### src/rtl/afifo_rd_control.sv
// Read-side pointer controller for the asynchronous FIFO: read pointer, 2-flop write-pointer sync, empty/underflow.
// Define AFIFO_RD_LEVEL_EN to add the registered RDlevel and FIFOalmostEmpty outputs.
module afifo_rd_control #(
  parameter int AddrLines      = 3,
  parameter int AlmostEmptyThr = 1
) (
  input  logic                 RDclk,
  input  logic                 reset,
  input  logic                 RDreq,
  input  logic [AddrLines:0]   GrayWRaddr,
  output logic                 RDen,
  output logic [AddrLines-1:0] RDaddr,
  output logic [AddrLines:0]   GrayRDaddr,
  output logic                 FIFOempty,
  output logic                 RDerr
`ifdef AFIFO_RD_LEVEL_EN
  ,
  output logic [AddrLines:0]   RDlevel,
  output logic                 FIFOalmostEmpty
`endif
);

  logic [AddrLines:0] r_gray_wr_sync1;
  logic [AddrLines:0] r_gray_wr_sync2;
  logic [AddrLines:0] r_bin_rd;
  logic [AddrLines:0] r_gray_rd;
  logic               r_rd_err;
  logic [AddrLines:0] w_bin_rd_next;
  logic [AddrLines:0] w_gray_rd_next;
  logic               w_empty;
  logic               w_rd_en;

  always_ff @(posedge RDclk or negedge reset) begin
    if (!reset) begin
      r_gray_wr_sync1 <= '0;
      r_gray_wr_sync2 <= '0;
    end else begin
      r_gray_wr_sync1 <= GrayWRaddr;
      r_gray_wr_sync2 <= r_gray_wr_sync1;
    end
  end

  // Extra pointer MSB makes equal Gray pointers mean empty, never full.
  assign w_empty        = (r_gray_rd == r_gray_wr_sync2);
  assign w_rd_en        = RDreq & ~w_empty;
  assign w_bin_rd_next  = r_bin_rd + {{AddrLines{1'b0}}, w_rd_en};
  assign w_gray_rd_next = w_bin_rd_next ^ (w_bin_rd_next >> 1);

  always_ff @(posedge RDclk or negedge reset) begin
    if (!reset) begin
      r_bin_rd  <= '0;
      r_gray_rd <= '0;
      r_rd_err  <= 1'b0;
    end else begin
      r_bin_rd  <= w_bin_rd_next;
      r_gray_rd <= w_gray_rd_next;
      if (RDreq && w_empty) r_rd_err <= 1'b1;
    end
  end

  assign RDen       = w_rd_en;
  assign RDaddr     = r_bin_rd[AddrLines-1:0];
  assign GrayRDaddr = r_gray_rd;
  assign FIFOempty  = w_empty;
  assign RDerr      = r_rd_err;

`ifdef AFIFO_RD_LEVEL_EN
  localparam logic [AddrLines:0] THR = (AddrLines+1)'(AlmostEmptyThr);

  logic [AddrLines:0] w_bin_wr_sync;
  logic [AddrLines:0] w_level_next;
  logic [AddrLines:0] r_level;
  logic               r_almost_empty;

  always_comb begin
    w_bin_wr_sync            = '0;
    w_bin_wr_sync[AddrLines] = r_gray_wr_sync2[AddrLines];
    for (int i = AddrLines - 1; i >= 0; i--) begin
      w_bin_wr_sync[i] = w_bin_wr_sync[i+1] ^ r_gray_wr_sync2[i];
    end
  end

  assign w_level_next = w_bin_wr_sync - w_bin_rd_next;

  always_ff @(posedge RDclk or negedge reset) begin
    if (!reset) begin
      r_level        <= '0;
      r_almost_empty <= 1'b1;
    end else begin
      r_level        <= w_level_next;
      r_almost_empty <= (w_level_next <= THR);
    end
  end

  assign RDlevel         = r_level;
  assign FIFOalmostEmpty = r_almost_empty;
`endif

endmodule

### config.mk
export PLATFORM = sky130hd
export DESIGN_NAME = afifo_rd_control
export DESIGN_NICKNAME = d
export VERILOG_FILES = /design/src/rtl/afifo_rd_control.sv
export SDC_FILE = /design/constraint.sdc
export NUM_CORES = 1
export LEC_CHECK = 0
export ABC_AREA = 1
export CORE_AREA = 2 2 39 41
export CTS_BUF_LIST = sky130_fd_sc_hd__clkbuf_8
export CTS_CLUSTER_SIZE = 14
export DETAILED_ROUTE_END_ITERATION = 8
export DIE_AREA = 0 0 41 43
export GPL_ROUTABILITY_DRIVEN = 0
export GPL_TIMING_DRIVEN = 0
export PLACE_DENSITY = 0.77
export SETUP_SLACK_MARGIN = 0.02
export SYNTH_ARGS = -nofsm -noshare
export SYNTH_HDL_FRONTEND = slang
export SYNTH_SLANG_ARGS = --single-unit
### constraint.sdc
create_clock -name RDclk -period 2.3 [get_ports RDclk]
set_input_delay 0.23 -clock RDclk [delete_from_list [all_inputs] [get_ports RDclk]]
set_output_delay 0.23 -clock RDclk [all_outputs]
set_load 0.01 [all_outputs]
# --- Word level (Yosys, flattened, before mapping) ---
# Index checks and enable logic that the tools add are counted.
classes:
  bitwise_logic: 3
  reduce_logical: 1
  add_sub_neg: 1
  n_eq_ne: 1
ops:
  columns: ["operator", "n"]
  rows:
  - ["adder 4 x 1 -> 4 bit", 1]
  - ["equality test 4 bit", 1]
  - ["XOR 4 x 3 -> 4 bit", 1]
  - ["bitwise AND 1 bit", 1]
  - ["logical AND 1 bit", 1]
  - ["inverter 1 bit", 1]
totals:
  wordCells: 11
  output_inout_bits: 10
  register_bits: 17
  input_bits: 7

# --- Depth between registers and ports, before layout ---
# Gate-level depths: netlist of run 1.
depth:
  word_depth: 5
  depth_mapped: 11

# --- Worst setup path before layout of run 1 ---
# OpenSTA, ideal clock, no wires.
synth_timing:
  kind: "reg-to-reg"
  from: "register r_bin_rd[3]"
  to: "register r_gray_rd[2] (netlist: GrayRDaddr[2])"
  setup_slack_ps: 397
  synth_period_minus_slack_ps: 1903
  required_time_ps: 2184
  arrival_time_ps: 1787
  path_stages_with_launch: 12
  setup_time_ps: 116
  cell_sequence: "dfrtp_1 -> inv_1 -> nand2_1 -> nand2_1 -> nor2_1 -> a21boi_0 -> ha_1 -> ha_1 -> xor2_2 -> inv_1 -> nand2_1 -> nand2_1"
synth_between:
  elab_chain_len: 2
synth_rtl:
  columns: ["item", "line_no", "text"]
  rows:
  - ["from (decl)", "25", "logic [AddrLines:0] r_bin_rd;"]
  - ["from (signal assigned)", "55", "r_bin_rd <= w_bin_rd_next;"]
  - ["adder 4 x 1 -> 4 bit", "46", "assign w_bin_rd_next = r_bin_rd + {{AddrLines{1'b0}}, w_rd_en};"]
  - ["XOR 4 x 3 -> 4 bit", "47", "assign w_gray_rd_next = w_bin_rd_next ^ (w_bin_rd_next >> 1);"]
  - ["named net w_gray_rd_next[2]", "29", "logic [AddrLines:0] w_gray_rd_next;"]
  - ["to (signal assigned)", "56", "r_gray_rd <= w_gray_rd_next;"]
  - ["to (decl)", "26", "logic [AddrLines:0] r_gray_rd;"]
# The timed path passes the listed nets, and every way through them passes these cells.
# A chain may end at the register's enable or synchronous reset.

==> results.toml, run 1 <==
[power]
ir_drop_v = 0.000661
leakage_nw = 0.425
power.density_nw_per_um2 = 1280

[final_layout]
areaGrowthSynthToFinish_pct = 38.8
fin_cells = 91
final-seq-area_sq_um = 400
antenna_cells = 0
multi_input_area_sq_um = 168
nFillCells = 127
fin_area_sq_um = 841
final_util_pct = 60.8
nNetsFinal = 85
drive_above_1_share_pct = 6.67

[setup_path]
critPathLaunchType = "flop"
path_cells = "inv_1 -> nand2_1 -> nand2_1 -> nor2_1 -> a21boi_0 -> clkdlybuf4s50_1"
critPathCaptureType = "output pin"
r2r_end = "GrayRDaddr[2]$_DFF_PN0_"
worst_path_largest_cell_delay_ns = 0.60
timing.critical_path.mode_cell = "nand2_1"
critPathTopFamily = "buffers and inverters"
path_max_fanout = 4
reg2reg_from = "r_bin_rd[3]$_DFF_PN0_"
crit_type = "reg2out"
ff2ff_setup_slack_ns = 0.41
crit_path_top_delay_cell = "clkdlybuf4s50_1"
ff2ff_path_depth = 11
crit_arrival_ns = 1.79
worstPathRequired_ns = 2.07
critPathBufInv = 2

[logic_synthesis]
synth_edf_count = 0
synth_top_area_share_pct = 66.1
synth_area_leaders = "dfrtp_1 (66%), nand2_1 (9.9%), inv_1 (6.2%), xor2_1 (5.8%), ha_1 (4.1%)"
yosysTopAreaCell = "dfrtp_1"
synthFlopType = "dfrtp_1"
synth_seq_cells = 16
avgSynthCellArea_sq_um = 11.0
yosysSeqAreaShare_pct = 66.1
ys_async_sr_fraction_pct = 100
syn-cell-area_sq_um = 606
ys_types = 10
synthTopCellsByCount = "dfrtp_1 (16), nand2_1 (16), inv_1 (10)"
syn_nets = 64
syn_inst = 55
ys_warn_count = 0

[route]
wire_per_inst_um = 9.84
avgViaCountPerCell = 4.35
dr.pass1.iters = 4
routed_wl_um = 895
vias = 396
drc = 0
antenna_left = 0
drt_iter0_drc = 3

[placed_design]
dp.cells = 87
preCtsSetupSlack_ns = 0.295
place_area_sq_um = 786
dp_hpwl_um = 714
port_buffers = 16

[clocking]
cts_hold_buf = 0
path_clk_slew_ns = 0.06
post_cts_buffers = 0
cts_root_buf = "clkbuf_8"
clk_latency_ns = 0.24
cts_buffers = 3
clock_path_buffers = 2
post_cts_resize_count = 0
h-tree-depth = 1
clkSinkCount = 16
cts_tree = "built"

[floorplan]
start_util_pct = 43.8
chipWidth_um = 41
io_pins = 17
rows = 14
core_sq_um = 1380
die_height_um = 43
dieArea_sq_um = 1760

[global_route]
grt_pass1_vias = 396
grt.overflow.total = 0
grt_pass1_wl_mm = 1.54
grt_max_degree = 17
grt_use_total_pct = 14.0
antenna_found_initial = 0

[timing]
max_slew_margin_pct = 55.6
rsz0062_at_grt = "false"
setup_ws_ns = 0.280
setup_viol = 0
fmax_mhz = 495
worst_slew_pin_slew_ns = 0.663
fin_crit_sh_pct = 87.8
slew_violations = 0
hold_viol_final = 0
fin_crit_ns = 2.02
clock_skew_ns = 0.00174
setup_tns_ns = 0

[min_path]
min_path_type = "reg2reg"
min_path_cells = 0
worstHoldEndpoint = "r_gray_wr_sync2[0]$_DFF_PN0_"
hold_start = "r_gray_wr_sync1[0]$_DFF_PN0_"

[status]
status = "complete, no violations"

[job]
cap_violations = 0
[state kept, by name (all words and copies together), names as in the netlist]
name	count
r_bin_rd	4
r_gray_wr_sync2	4
r_gray_wr_sync1	4
GrayRDaddr	3
RDerr	1
[metrics by stage]
step / power [mW] / hold WS [ns]
finish: 1.07 / 0.347
global route: 1.16 / 0.355
CTS: 1.09 / 0.348
detailed placement: 0.849 / 0.335
global placement: 0.832 / 0.333
floorplan: 0.646 / -0.0656
[kinds of logic after synthesis]
kind of cell               count (synthesis)  share of synthesized area (%)
and+or+nand+nor                           21                           13.8
DFF                                       16                           66.1
buffers and inverters                     10                           6.20
xor gates and xnor gates                   5                           8.47
adders and majority gates                  2                           4.13
AOI/OAI and AO/OA                          1                           1.24
[routing by layer]
metal	part of all wire [%]	vias to the layer above	track usage (%)	wire, um
li1	-	200	-	-
met1	39	187	14.5	352
met2	57	9	20.9	511
met3	3.5	0	4.71	31
met4	0	0	12.0	0
met5	0	-	0	0
[worst reg2reg max path: cells and delay by family (launching register included)]
family / cells / cell delay, ns
adders and majority gates: 2 / 0.43
DFF: 1 / 0.41
AOI/OAI and AO/OA: 1 / 0.28
and+or+nand+nor: 5 / 0.26
xor gates and xnor gates: 1 / 0.24
buffers and inverters: 2 / 0.16
[cell type report]
class | instances | area share [%]
Inverter | 10 | 4.46
Multi-Input combinational cell | 29 | 19.9
Sequential cell | 16 | 47.6
Tap cell | 16 | 2.38
Clock buffer | 4 | 6.55
Timing Repair Buffer | 16 | 19.0
[power breakdown]
part           total [mW]  switching [mW]  internal (mW)
sequential          0.415          0.0556          0.360
combinational       0.421           0.198          0.223
clock               0.238          0.0865          0.151
[cell usage in the layout, fill, tap and decap left out, drive strengths merged]
cell type      Yosys  final
nand3              2      2
clkdlybuf4s50      0     16
nand2             16     16
inv               10     10
dfrtp             16     16
xor2               5      5
nor2               2      2
a21boi             1      1
clkbuf             0      4
ha                 2      2
and2               1      1
[worst max path at each step]
| stage | depth (start not counted) | end | slack (ns) | from |
|---|---|---|---|---|
| 3_3_place_gp | 8 | GrayRDaddr[2]$_DFF_PN0_ | 0.37 | RDreq |
| 3_5_place_dp | 8 | GrayRDaddr[2]$_DFF_PN0_ | 0.30 | RDreq |
| 2_1_floorplan | 11 | GrayRDaddr[2]$_DFF_PN0_ | 0.40 | r_bin_rd[3]$_DFF_PN0_ |
| 5_1_grt | 6 | RDen | 0.15 | r_bin_rd[3]$_DFF_PN0_ |
| 4_1_cts | 6 | RDen | 0.25 | r_bin_rd[3]$_DFF_PN0_ |
| 6_report | 6 | RDen | 0.28 | r_bin_rd[3]$_DFF_PN0_ |
Note: power is estimated with default switching activity, not from simulation.
==> inputs of run 2 (changes only) <==
Settings changed: CAP_MARGIN from default to 30, CORE_AREA 2 2 39 41 to default, CORE_ASPECT_RATIO from default to 1.5, CORE_MARGIN from default to 2, CORE_UTILIZATION from default to 25, DIE_AREA 0 0 41 43 to default, PLACE_DENSITY 0.77 to default.
==> run 2 against run 1 <==
Against the previous run:
- critical path depth is the same
- sequential share of layout area decreased by 0.49 points
- sequential cell count unchanged
- first-iteration DRC count grew 67%
- combinational power fell by 1%
- maximum frequency up 0.37%
- critical path type unchanged
==> results.toml, run 2 (same netlist as run 1, synthesis figures left out) <==
[floorplan]
die_height_um = 64.3
io_pins = 17
core_sq_um = 2260
start_util_pct = 26.8
dieArea_sq_um = 2840
chipWidth_um = 44.2
rows = 21

[clocking]
path_clk_slew_ns = 0.06
cts_hold_buf = 0
post_cts_buffers = 0
clk_latency_ns = 0.24
cts_root_buf = "clkbuf_8"
cts_buffers = 3
h-tree-depth = 1
post_cts_resize_count = 0
clock_path_buffers = 2
clkSinkCount = 16
cts_tree = "built"

[timing]
fin_crit_ns = 2.01
max_slew_margin_pct = 54.6
setup_viol = 0
rsz0062_at_grt = "false"
fin_crit_sh_pct = 87.5
setup_ws_ns = 0.287
clock_skew_ns = 0.00272
fmax_mhz = 497
slew_violations = 0
worst_slew_pin_slew_ns = 0.679
setup_tns_ns = 0
hold_viol_final = 0
whs_ns = 0.347

[final_layout]
layout_common_cells = "dfrtp_1 (16), nand2_1 (16), clkdlybuf4s50_1 (16)"
antenna_cells = 0
nNetsFinal = 85
nFillCells = 228
final_util_pct = 37.6
largestRegisters = "r_bin_rd x4, r_gray_wr_sync1 x4, r_gray_wr_sync2 x4"
fin_cells = 98
areaGrowthSynthToFinish_pct = 40.3
drive_above_1_share_pct = 6.67
fin_area_sq_um = 850

[placed_design]
dp_hpwl_um = 755
place_area_sq_um = 795
preCtsSetupSlack_ns = 0.330
dp.cells = 94
port_buffers = 16

[route]
dr.pass1.iters = 4
wire_per_inst_um = 9.46
routed_wl_um = 927
avgViaCountPerCell = 4.04
antenna_left = 0
vias = 396
drt_iter0_drc = 5
drc = 0

[setup_path]
critPathCaptureType = "output pin"
startpoint = "r_bin_rd[3]$_DFF_PN0_"
worstPathRequired_ns = 2.07
crit_arrival_ns = 1.78
critPathLaunchType = "flop"
reg2reg_from = "r_bin_rd[3]$_DFF_PN0_"
crit_type = "reg2out"
path_max_fanout = 4

[global_route]
grt_pass1_wl_mm = 1.48
grt_max_degree = 17
grt_pass1_vias = 364
grt_use_total_pct = 7.50
antenna_found_initial = 0
grt.overflow.total = 0

[min_path]
hold_start = "r_gray_wr_sync1[2]$_DFF_PN0_"
min_path_type = "reg2reg"

[status]
status = "complete, no violations"

[power]
leakage_nw = 0.425
finalPower_mw = 1.07
power.density_nw_per_um2 = 1260
ir_drop_v = 0.000452

[job]
cap_violations = 0
## run 2: cell counts in the layout (fill, tap and decap cells not counted)
No cell type changed its count.
## run 2: final timing paths
kind	to	slack, ns	cells past startpoint
setup reg to reg	GrayRDaddr[2]$_DFF_PN0_	0.42	11
hold reg to reg	r_gray_wr_sync2[2]$_DFF_PN0_	0.35	0
min in group asynchronous	r_gray_wr_sync2[3]$_DFF_PN0_	0.40	1
hold / removal	r_gray_wr_sync2[2]$_DFF_PN0_	0.35	0
setup / recovery	RDen	0.29	6
max in group asynchronous	r_gray_wr_sync1[1]$_DFF_PN0_	1.47	1
## run 2: area by class of cell
class	count	area (sq um)	area share, %
clock buffer	4	55.1	6.48
inverter	10	37.5	4.42
multi-input combinational	29	168	19.7
sequential	16	400	47.1
tap	23	28.8	3.39
timing repair buffer	16	160	18.9
## run 2: power by group
part	leakage, nW	internal [mW]	switching (mW)
logic	0.212	0.222	0.194
registers	0.184	0.360	0.0599
clock network	0.0288	0.151	0.0845
total	0.425	0.734	0.339
## run 2: worst max-delay path: stages, from the launching register on
cell	delay, ns
dfrtp_1	0.42
inv_1	0.10
nand2_1	0.05
nand2_1	0.06
nor2_1	0.05
a21boi_0	0.27
clkdlybuf4s50_1	0.60
## run 2: routing by layer
metal	global-route usage, %	part of all wire [%]
met5	0	0
met4	7.95	0
met3	1.41	5.8
met2	11.6	56
met1	7.79	38
